--- src/rtl/systolic_pkg.sv ---
// Shared types and constants for the brightness-filter systolic datapath.
// Scheduler states plus tile geometry used by the sequencer.
package systolic_pkg;

  localparam int N = 4;
  localparam int TILE_WORDS = N * N;
  localparam int DIAGS = 2 * N - 1;
  localparam int DIAG_W = $clog2(DIAGS);

  typedef enum logic [2:0] {
    S_IDLE,
    S_LOAD,
    S_FEED,
    S_DRAIN,
    S_NEXT,
    S_FIN
  } sched_state_t;

endpackage

--- src/rtl/tile_addr_gen.sv ---
// Shared RAM address generation: loader read address vs result write address.
// The read path stays combinational so the loader sees data in the same cycle.
module tile_addr_gen
  import systolic_pkg::*;
#(
  parameter int ADDR_WIDTH = 6,
  parameter int WORDS = 16,
  parameter int CNT_W = 4,
  parameter int TILE_W = 1,
  parameter int OUT_BASE = 32
) (
  input  sched_state_t          state,
  input  logic [TILE_W-1:0]     tile,
  input  logic [ADDR_WIDTH-1:0] ld_addr,
  input  logic [CNT_W-1:0]      res_cnt,
  input  logic [ADDR_WIDTH-1:0] wr_hold,
  output logic [ADDR_WIDTH-1:0] wr_addr,
  output logic [ADDR_WIDTH-1:0] ram_addr
);

  logic [ADDR_WIDTH-1:0] base;

  assign base = ADDR_WIDTH'(tile) * ADDR_WIDTH'(WORDS);

  assign wr_addr = ADDR_WIDTH'(OUT_BASE) + base
                 + ADDR_WIDTH'(res_cnt);

  // wr_hold is the registered address of the write in flight
  assign ram_addr = (state == S_LOAD) ? base + ld_addr : wr_hold;

endmodule

--- src/rtl/tile_scheduler.sv ---
// Tile-by-tile sequencer for the brightness-filter systolic datapath.
// Triggers the loader, feeds diagonals, writes results back to RAM.
module tile_scheduler #(
  parameter int ADDR_WIDTH = 6,
  parameter int DATA_WIDTH = 16,
  parameter int N = 4,
  parameter int NUM_TILES = 2,
  parameter int OUT_BASE = 32,
  parameter int TIMEOUT = 64
) (
  input  logic                  clk,
  input  logic                  rst,
  input  logic                  start,
  output logic                  busy,
  output logic                  done,
  output logic                  error,
  output logic                  ld_start,
  input  logic                  ld_done,
  input  logic [ADDR_WIDTH-1:0] ld_addr,
  output logic                  sa_clear,
  output logic                  sa_valid,
  output logic [2:0]            sa_diag,
  input  logic                  res_valid,
  input  logic [DATA_WIDTH-1:0] res_data,
  output logic [ADDR_WIDTH-1:0] ram_addr,
  output logic                  ram_we,
  output logic [DATA_WIDTH-1:0] ram_wdata
);

  import systolic_pkg::*;

  localparam int WORDS = N * N;
  localparam int CNT_W = $clog2(WORDS);
  localparam int TILE_W = (NUM_TILES > 1) ? $clog2(NUM_TILES) : 1;
  localparam int TO_W = $clog2(TIMEOUT + 1);

  localparam logic [2:0] LAST_DIAG = 3'(2 * N - 2);
  localparam logic [CNT_W-1:0] LAST_WORD = CNT_W'(WORDS - 1);
  localparam logic [TILE_W-1:0] LAST_TILE = TILE_W'(NUM_TILES - 1);
  localparam logic [TO_W-1:0] TO_LAST = TO_W'(TIMEOUT - 1);

  sched_state_t state_q, state_d;

  logic [TILE_W-1:0]     tile_q, tile_d;
  logic [CNT_W-1:0]      res_cnt_q, res_cnt_d;
  logic [TO_W-1:0]       to_cnt_q, to_cnt_d;
  logic [ADDR_WIDTH-1:0] wr_addr_q, wr_addr_d;
  logic [ADDR_WIDTH-1:0] wr_addr;
  logic [DATA_WIDTH-1:0] wdata_d;
  logic [2:0]            diag_d;
  logic busy_d, done_d, error_d;
  logic ld_start_d, clear_d, valid_d, we_d;

  tile_addr_gen #(
    .ADDR_WIDTH(ADDR_WIDTH),
    .WORDS(WORDS),
    .CNT_W(CNT_W),
    .TILE_W(TILE_W),
    .OUT_BASE(OUT_BASE)
  ) u_addr (
    .state(state_q),
    .tile(tile_q),
    .ld_addr(ld_addr),
    .res_cnt(res_cnt_q),
    .wr_hold(wr_addr_q),
    .wr_addr(wr_addr),
    .ram_addr(ram_addr)
  );

  always_ff @(posedge clk) begin
    if (!rst) begin
      state_q   <= S_IDLE;
      tile_q    <= '0;
      res_cnt_q <= '0;
      to_cnt_q  <= '0;
      wr_addr_q <= '0;
      ram_wdata <= '0;
      sa_diag   <= '0;
      busy      <= 1'b0;
      done      <= 1'b0;
      error     <= 1'b0;
      ld_start  <= 1'b0;
      sa_clear  <= 1'b0;
      sa_valid  <= 1'b0;
      ram_we    <= 1'b0;
    end else begin
      state_q   <= state_d;
      tile_q    <= tile_d;
      res_cnt_q <= res_cnt_d;
      to_cnt_q  <= to_cnt_d;
      wr_addr_q <= wr_addr_d;
      ram_wdata <= wdata_d;
      sa_diag   <= diag_d;
      busy      <= busy_d;
      done      <= done_d;
      error     <= error_d;
      ld_start  <= ld_start_d;
      sa_clear  <= clear_d;
      sa_valid  <= valid_d;
      ram_we    <= we_d;
    end
  end

  always_comb begin
    state_d    = state_q;
    tile_d     = tile_q;
    res_cnt_d  = res_cnt_q;
    to_cnt_d   = to_cnt_q;
    wr_addr_d  = wr_addr_q;
    wdata_d    = ram_wdata;
    diag_d     = '0;
    error_d    = error;
    done_d     = 1'b0;
    ld_start_d = 1'b0;
    clear_d    = 1'b0;
    valid_d    = 1'b0;
    we_d       = 1'b0;
    unique case (state_q)
      S_IDLE: begin
        if (start) begin
          state_d    = S_LOAD;
          tile_d     = '0;
          error_d    = 1'b0;
          ld_start_d = 1'b1;
          clear_d    = 1'b1;
        end
      end
      S_LOAD: begin
        if (ld_done) begin
          state_d = S_FEED;
          valid_d = 1'b1;
        end
      end
      S_FEED: begin
        if (sa_diag == LAST_DIAG) begin
          state_d   = S_DRAIN;
          res_cnt_d = '0;
          to_cnt_d  = '0;
        end else begin
          valid_d = 1'b1;
          diag_d  = sa_diag + 3'd1;
        end
      end
      S_DRAIN: begin
        // a beat always wins over a simultaneous timeout
        if (res_valid) begin
          we_d      = 1'b1;
          wdata_d   = res_data;
          wr_addr_d = wr_addr;
          res_cnt_d = res_cnt_q + 1'b1;
          to_cnt_d  = '0;
          if (res_cnt_q == LAST_WORD) state_d = S_NEXT;
        end else if (to_cnt_q == TO_LAST) begin
          error_d = 1'b1;
          done_d  = 1'b1;
          state_d = S_FIN;
        end else begin
          to_cnt_d = to_cnt_q + 1'b1;
        end
      end
      S_NEXT: begin
        if (tile_q == LAST_TILE) begin
          done_d  = 1'b1;
          state_d = S_FIN;
        end else begin
          tile_d     = tile_q + 1'b1;
          state_d    = S_LOAD;
          ld_start_d = 1'b1;
          clear_d    = 1'b1;
        end
      end
      S_FIN: state_d = S_IDLE;
      default: state_d = S_IDLE;
    endcase
    busy_d = (state_d != S_IDLE);
  end

endmodule

--- config.mk ---
export PLATFORM = sky130hd
export DESIGN_NAME = tile_scheduler
export DESIGN_NICKNAME = d
export VERILOG_FILES = /design/src/rtl/systolic_pkg.sv /design/src/rtl/tile_addr_gen.sv /design/src/rtl/tile_scheduler.sv
export SDC_FILE = /design/constraint.sdc
export NUM_CORES = 1
export LEC_CHECK = 0
export ABC_AREA = 1
export CORE_MARGIN = 2
export CORE_UTILIZATION = 39
export CTS_BUF_LIST = sky130_fd_sc_hd__clkbuf_2
export DETAILED_ROUTE_END_ITERATION = 8
export HOLD_SLACK_MARGIN = 0.02
export PLACE_DENSITY = 0.78
export SETUP_SLACK_MARGIN = 0.5
export SLEW_MARGIN = 30
export SYNTH_ARGS = -nofsm -noshare
export SYNTH_HDL_FRONTEND = slang
export SYNTH_SLANG_ARGS = --single-unit
--- constraint.sdc ---
create_clock -name clk -period 1.5 [get_ports clk]
set_input_delay 0.3 -clock clk [delete_from_list [all_inputs] [get_ports clk]]
set_output_delay 0.3 -clock clk [all_outputs]
set_load 0.01 [all_outputs]
Yosys cells after proc, flatten, opt, wreduce, memory -nomap -nowiden

Index checks and enable logic that the tools add are counted.

Bits in registers: 46
Output and inout bits: 32
Word-level logic and storage cells: 80

Add/sub/neg operators: 7
Equal/unequal tests: 13
Muxes and demuxes: 33
Bitwise gates (word level): 2
Reduce and logical (&&, ||, !) cells: 12

Operator list:

| cell                  | count |
|---|---|
| $mux W3               | 7 |
| $mux W7               | 3 |
| $pmux W3 S5           | 1 |
| $pmux W7 S2           | 1 |
| $mux W1               | 12 |
| $ne A2 B2 Y1 const B  | 5 |
| $pmux W1 S2           | 5 |
| $mux W4               | 2 |
| $pmux W4 S2           | 1 |
| $add A7 B1 Y7 const B | 1 |
| $eq A7 B6 Y1 const B  | 1 |
| $add A5 B6 Y6         | 1 |
| $add A6 B4 Y6         | 1 |
| $add A6 B5 Y6 const A | 1 |
| $eq A3 B2 Y1 const B  | 2 |
| $eq A3 B3 Y1 const B  | 2 |
| $mux W6               | 1 |
| $reduce_and A2 Y1     | 3 |
| $reduce_and A3 Y1     | 2 |
| $reduce_bool A2 Y1    | 3 |
| $add A4 B1 Y4 const B | 1 |
| $eq A4 B4 Y1 const B  | 1 |
| $reduce_and A4 Y1     | 1 |
| $add A3 B1 Y3 const B | 1 |
| 7 further kinds       | 8 |

Depth between registers and ports, before layout

Gate-level depths: netlist of the first run.

Depth after elaboration: 5
Gate-level depth with buffers: 10
Depth with buffers taken out: 10

Modules after synthesis

A second synthesis of the first run with hierarchy kept.

Cells, all modules: 294
Area, all modules: 2263.4 um2

Modules (own cells, without submodules):

| module         | times used | cells each | area each (um2) | sequential area each (um2) |
|---|---|---|---|---|
| tile_scheduler | 1          | 258        | 2078.2          | 920.9 |
| tile_addr_gen  | 1          | 36         | 185.2           | 0.0 |

Least setup slack after synthesis of the first run

Ideal clock, no wire load.

Kind: register to output
Start: reg state_q[2]
End: out ram_addr[0]
Data arrival time: 1.051 ns
Data required time: 1.200 ns
Setup slack: 0.149 ns
Cell stages (with the launch flop): 6
Path buffers: 1
Path through: dfxtp_1 -> buf_2 -> nor2_1 -> nand2_1 -> inv_2 -> o21ai_0

Cells in the longest elaborated chain, start to end: 2

RTL lines:

| what                   | RTL line             | source |
|---|---|---|
| from (decl)            | tile_scheduler.sv:42 | `sched_state_t state_q, state_d;` |
| from (signal assigned) | tile_scheduler.sv:87 | `state_q <= state_d;` |
| $eq A3 B1 Y1           | tile_addr_gen.sv:29  | `assign ram_addr = (state == S_LOAD) ? base + ld_addr : wr_hold;` |
| $mux W6                | tile_addr_gen.sv:29  |  |
| to (decl)              | tile_scheduler.sv:25 | `output logic [ADDR_WIDTH-1:0] ram_addr,` |

Every way passes these cells.

Final worst setup path of the first run

Start: reg state_q[1]
End: out ram_addr[3]

The elaborated chain is that of the path after synthesis.

==> results of run 1 <==
-- registers in the layout, indices dropped and copies added (netlist names) --
name / count
done: 1
sa_valid: 1
wr_addr_q: 6
ram_we: 1
tile_q: 1
to_cnt_q: 7
state_q: 3
busy: 1
ram_wdata: 16
sa_diag: 3
res_cnt_q: 4
error: 1
sa_clear: 1
-- logic make-up (layout without fill, tap and decap cells) --
family	count (synthesis)	after routing	share of synthesized area
simple gates	141	142	0.299
fa+ha+maj	5	5	0.0299
xor+xnor	2	2	0.00838
buf+inv	39	160	0.0844
flops	46	46	0.441
compound gates	45	45	0.137
-- worst reg2reg max path, delay by kind of cell (launching register included) --
kind          cells  cell delay, ns
simple gates      7            0.63
buf+inv           4            0.50
flops             1            0.41
-- power by group through the flow --
stage,Combinational (mW),Sequential [mW],Clock (mW)
floorplan,0.133,1.29,0
global placement,0.334,1.28,0
detailed placement,0.339,1.28,0
CTS,0.439,1.25,0.507
global route,0.562,1.26,0.571
finish,0.536,1.26,0.521
-- cell usage in the layout (no fill, tap or decap), types with 3 or more instances in the layout --
cell	netlist	layout
a21oi_2	10	22
nand2_4	1	25
nand2_8	0	3
clkinv_8	0	4
nand2_2	13	27
nand3_2	0	5
buf_6	0	51
a21oi_1	17	4
o21ai_2	0	8
nand3_1	15	5
buf_4	1	32
dfxtp_2	0	23
clkdlybuf4s50_1	0	25
nand2_1	75	35
o21a_1	3	3
inv_1	27	20
nor2_1	28	16
buf_8	0	4
inv_2	2	6
nor2_4	1	10
nand4_1	4	4
ha_4	0	4
nor2_2	0	3
nand3_4	0	5
dfxtp_1	46	15
clkbuf_2	0	7
buf_2	4	7
dfxtp_4	0	8
-- how the worst min path moves through the flow --
| stage | start | endpoint | slack (ns) | cells past startpoint |
|---|---|---|---|---|
| after floorplan | res_data[0] | ram_wdata[0] | 0.43 | 2 |
| after global placement | sa_diag[0] | sa_diag[0] | 0.43 | 1 |
| after detailed placement | sa_diag[0] | sa_diag[0] | 0.43 | 1 |
| after CTS | res_data[2] | ram_wdata[2] | 0.42 | 3 |
| after global routing | res_valid | ram_we | 0.33 | 3 |
| final | res_valid | ram_we | 0.33 | 3 |
-- layout make-up --
cell class / count / area (µm²)
clock buffer: 6 / 30.0
clock inverter: 2 / 8.76
fill: 307 / 1100
inverter: 30 / 144
multi-input combinational: 194 / 1590
sequential: 46 / 980
tap: 70 / 87.6
timing repair buffer: 120 / 1160
timing repair inverter: 2 / 32.5
-- stage by stage --
stage                     setup slack (ns)  area (µm²)
after floorplan                      0.285        2290
after global placement              -0.526        3030
after detailed placement            -0.552        3030
after CTS                           -0.317        3690
after global routing                -0.364        4040
final                               -0.285        4040
-- metal layers --
layer	vias to the layer above	share of wire	global-route usage
li1	1127	-	-
met1	1153	0.39	0.265
met3	36	0.051	0.0482
met2	118	0.53	0.417
met4	0	0.034	0.0804
met5	-	0	0
-- repair_timing --
item / 4_1_cts / 5_1_grt
gates cloned: 3 / 1
gates resized for setup: 280 / 62
pin swaps: 35 / 20
setup endpoints to repair: 78 / 78
setup buffers: 26 / 15
==> reports/results.ini, run 1 <==
[setup_path]
crit_path_start_kind = register
rr_worst_depth = 11
path_depth = 7
arrival_ns = 1.48
worstSetupPathType = register to output pin
cpLargestDelayFamily = buffers and inverters
endpoint = ram_addr[3]
cp.required_ns = 1.20
rr_endpoint = busy
cp-end-kind = output pin
worstSetupStartpoint = state_q[1]
rrSetupSlack_ns = -0.09
cp_slowest_cell = dfxtp_4
cpPeakStageDelay_ns = 0.41
crit_buf_inv = 4
reg2reg_from = state_q[1]
path_cells = nor2_4 -> nand2_4 -> inv_4 -> buf_6 -> buf_6 -> o21ai_2 -> buf_2
crit_fanout = 6
path_common_cell = buf_6

[floorplan]
die_area_mm2 = 0.00596
initial_utilization = 0.407
ioPinCount = 59
row_count = 26
dieHeight_um = 77.2
die_x_um = 77.2
core_mm2 = 0.00514

[logic_synthesis]
yosysWarnings = 0
synth_area_mm2 = 0.00209
synthTopCellsByCount = 75 x nand2_1, 46 x dfxtp_1, 28 x nor2_1
synth_ff_type = dfxtp_1
yosysSeqAreaShare = 0.441
avgSynthCellArea_um2 = 7.52
synth_top_area_share = 0.441
yosysTopAreaCell = dfxtp_1
synth_cell_type_count = 30
syn_inst = 278
synth_area_leaders = dfxtp_1 44%, nand2_1 13%, nor2_1 5.0%
synth_fp_nets = 310
yosysMostFrequentCell = nand2_1
ys_async_sr_fraction = 0
synth-edff-count = 0
ys_ff_latch = 46

[power_and_ir_drop]
vdd_ir_drop_max_mv = 0.435
p_sw_mw = 0.695
internal_power_mw = 1.62
pwr-share-seq = 0.544
clkPwrFrac = 0.225
p_per_area_mw_per_mm2 = 574
combPwrFrac = 0.231
power_mw = 2.32
swShare = 0.300
power.leakage_nw = 1.77

[global_routing]
grt_pass1_vias = 2332
grtUsageTotal = 0.230
grt_remaining_overflow = 0
grt_first_pass_wirelength_mm = 11.1
grt_max_degree = 14
antenna_found_initial = 0

[status]
status = finished with violations
violations = negative setup slack

[placed_design]
io_buffers = 58
hpwl_mm = 3.82
place_congestion = 0.868
place_inst = 417

[sta]
finalSetupViolations = 28
worst_pin_slew_ns = 0.343
whs_ns = 0.333
period_share = 1.19
layout_min_cycle_time_ns = 1.78
slew_viol_final = 0
worst_slack_ns = -0.285
tns_ns = -2.34
skew_ns = 0.00811
max_freq_ghz = 0.560
finalHoldViolCount = 0
grt_setup_unrepaired = true
slew_headroom = 0.771

[routing]
routedWlPerCell_um = 18.2
vias = 2434
drtIter0Drc = 132
drc_errors = 0
drt_pre_antenna_iters = 4
drt-vias-per-instance = 5.18
ant_nets = 0
wirelength_mm = 8.54

[final_layout]
diodes = 0
post-route-util = 0.785
nets = 431
area_delta_synth_final_pct = 93.1
drive_above_1_share = 0.663
layout.cells.non_filler = 470

[clock_network]
cts_buffers = 5
holdBufCountCts = 0
clk_pin_slew_ns = 0.23
ctsHtreeMaxLevel = 2
cts_tree = done
clockBufferDepth = 2
ctsRootBufferMaster = clkbuf_2
cts_sinks = 46
clock_latency_ns = 0.41

[worst_hold_path]
hp-class = primary input to register

[flow_run]
maxCapViolCount = 0

(Power assumes the default switching activity.)
==> run 2, diff against run 1 <==
--- a/config.mk
+++ b/config.mk
@@ -7,11 +7,13 @@
 export LEC_CHECK = 0
 export ABC_AREA = 1
 export CORE_MARGIN = 2
-export CORE_UTILIZATION = 39
+export CORE_UTILIZATION = 25
 export CTS_BUF_LIST = sky130_fd_sc_hd__clkbuf_2
+export CTS_CLUSTER_SIZE = 28
 export DETAILED_ROUTE_END_ITERATION = 8
+export GPL_TIMING_DRIVEN = 0
 export HOLD_SLACK_MARGIN = 0.02
-export PLACE_DENSITY = 0.78
+export PLACE_DENSITY = 0.58
 export SETUP_SLACK_MARGIN = 0.5
 export SLEW_MARGIN = 30
 export SYNTH_ARGS = -nofsm -noshare
==> run 2 against run 1 <==
The flow still finishes with violations (negative setup slack). Via count fell by 12%. Sequential share of layout area is 1.2 points higher. Worst setup slack got worse by 0.17 ns. Sequential power is essentially flat. Largest power group unchanged. Combinational power decreased by 19%. Highest routed layer unchanged. Maximum frequency is 8.5% lower.
==> reports/results.ini, run 2 (synthesis gave the netlist of run 1 again) <==
[status]
status = finished with violations
violations = negative setup slack

[clock_network]
ctsRootBufferMaster = clkbuf_2
holdBufCountCts = 0  ; unchanged
ctsHtreeMaxLevel = 2  ; unchanged
clk_pin_slew_ns = 0.27  ; +0.04 ns
clock_latency_ns = 0.45  ; +0.04 ns
cts_buffers = 5  ; unchanged
cts_sinks = 46  ; unchanged
cts_tree = done
clockBufferDepth = 2  ; unchanged

[final_layout]
largest_reg_flops = 16  ; unchanged
largestRegisters = ram_wdata x16, to_cnt_q x7, wr_addr_q x6
layout_commonest_cell = nand2_1
post-route-util = 0.471  ; -0.314
drive_above_1_share = 0.565  ; -0.0971
final_cell_mix = 50 x nand2_1, 40 x buf_6, 26 x clkdlybuf4s50_1, 25 x inv_1, 25 x nand2_4
largest_register = ram_wdata
design_area_mm2 = 0.00385  ; -4.5%
diodes = 0  ; unchanged
nets = 413  ; -4.2%
area_delta_synth_final_pct = 84.4

[sta]
period_share = 1.30  ; +0.110
finalHoldViolCount = 0  ; unchanged
worst_slack_ns = -0.450  ; -0.166 ns
whs_ns = 0.367  ; +0.0338 ns
slew_viol_final = 0  ; unchanged
finalSetupViolations = 42  ; +50%
worst_pin_slew_ns = 0.777  ; +0.434 ns
slew_headroom = 0.482  ; -0.290
max_freq_ghz = 0.513  ; -8.5%
layout_min_cycle_time_ns = 1.95  ; +0.166 ns
skew_ns = 0.0289  ; +0.0208 ns
grt_setup_unrepaired = true

[setup_path]
rrSetupSlack_ns = -0.16  ; -0.07 ns
cp_slowest_cell = dfxtp_4
worstSetupStartpoint = state_q[1]
cpPeakStageDelay_ns = 0.48  ; +0.07 ns
worstSetupPathType = register to output pin
reg2reg_from = state_q[2]
endpoint = ram_addr[1]
cp-end-kind = output pin
arrival_ns = 1.65  ; +0.17 ns
crit_fanout = 7  ; +1
path_common_cell = buf_6
rr_worst_depth = 11  ; unchanged
rr_endpoint = ram_wdata[10]
cp.required_ns = 1.20  ; about the same
path_cells = nor2_4 -> nand2_4 -> clkinvlp_4 -> buf_6 -> buf_6 -> o21ai_2 -> buf_2
crit_path_start_kind = register

[floorplan]
dieHeight_um = 95.4  ; +24%
ioPinCount = 59  ; unchanged
die_area_mm2 = 0.00910  ; +53%
initial_utilization = 0.256  ; -0.151
die_x_um = 95.4  ; +24%
core_mm2 = 0.00818  ; +59%
row_count = 33  ; +27%

[global_routing]
grt_max_degree = 17  ; +3
grtUsageTotal = 0.142  ; -0.0882
antenna_found_initial = 0  ; unchanged
grt_pass1_vias = 2093  ; -10%
grt_first_pass_wirelength_mm = 9.92  ; -11%
grt_remaining_overflow = 0  ; unchanged

[worst_hold_path]
hp-class = primary input to register

[routing]
drtIter0Drc = 72  ; -45%
drc_errors = 0  ; unchanged
vias = 2135  ; -12%
drt-vias-per-instance = 4.38  ; -15%
wirelength_mm = 6.21  ; -27%
routedWlPerCell_um = 12.7  ; -30%
ant_nets = 0  ; unchanged
drt_pre_antenna_iters = 4  ; unchanged

[power_and_ir_drop]
vdd_ir_drop_max_mv = 0.332  ; -24%
power.leakage_nw = 1.65  ; -6.9%
p_per_area_mw_per_mm2 = 590  ; +2.9%
power_mw = 2.28  ; -1.7%

[placed_design]
io_buffers = 58  ; unchanged
hpwl_mm = 3.94  ; +3.0%
place_congestion = 0.824  ; -5.1%
place_area_mm2 = 0.00300  ; -0.87%

[flow_run]
maxCapViolCount = 0  ; unchanged

-- run 2: changes by cell type in the layout (fill, tap and decap cells not counted), moves of 4 or more --
cell / before / now
nand3_1: 5 / 9
buf_12: 0 / 6
buf_6: 51 / 40
nand3_4: 5 / 0
buf_4: 32 / 16
inv_1: 20 / 25
nor2_4: 10 / 4
nand2_1: 35 / 50
nand2_2: 27 / 12
-- run 2: where the power goes --
part           switching (mW)  internal, mW
logic                   0.203         0.231
clock network           0.459         0.119
registers              0.0250          1.24
-- run 2: through the flow --
step | std cells | setup WS, ns | TNS [ns]
after floorplan | 278 | 0.285 | 0
after global placement | 441 | -0.601 | -10.63
after detailed placement | 441 | -0.616 | -10.72
after CTS | 479 | -0.482 | -3.71
after global routing | 487 | -0.548 | -10.27
final | 487 | -0.450 | -6.09
-- run 2: routing by layer --
metal	wire (µm)	global-route usage	vias to the layer above	share of wire
met5	0	0	-	0
met4	56	0.0417	0	0.0090
met3	312	0.0364	6	0.050
met2	3060	0.241	43	0.49
met1	2780	0.177	990	0.45
li1	-	-	1096	-
-- run 2: worst min-delay path by stage --
stage | from | endpoint | cells after the start
floorplan | res_data[0] | ram_wdata[0] | 2
global placement | sa_diag[0] | sa_diag[0] | 1
detailed placement | sa_diag[0] | sa_diag[0] | 1
CTS | res_data[6] | ram_wdata[6] | 3
global route | res_data[1] | ram_wdata[1] | 3
finish | res_data[3] | ram_wdata[3] | 3
-- run 2: layout make-up --
class / count / area [µm²]
Inverter: 30 / 128
Fill cell: 782 / 4320
Multi-Input combinational cell: 193 / 1430
Clock buffer: 5 / 25.0
Timing Repair Buffer: 95 / 1020
Timing Repair inverter: 1 / 7.51
Sequential cell: 46 / 982
Clock inverter: 3 / 23.8
Tap cell: 105 / 131
Buffer: 9 / 106
-- run 2: worst max-delay path: cells and delay by family (launching register included) --
family                 cells  cell delay (ns)
AND/OR/NAND/NOR            2             0.16
buffers and inverters      4             0.48
AO/OA/AOI/OAI              1             0.10
flip-flops                 1             0.48
-- run 2: repair_timing --
item,4_1_cts,5_1_grt
buffers inserted,26,8
gates resized for setup,250,36
cloned,4,0
endpoints found under the setup margin,78,78
pin swaps,16,14
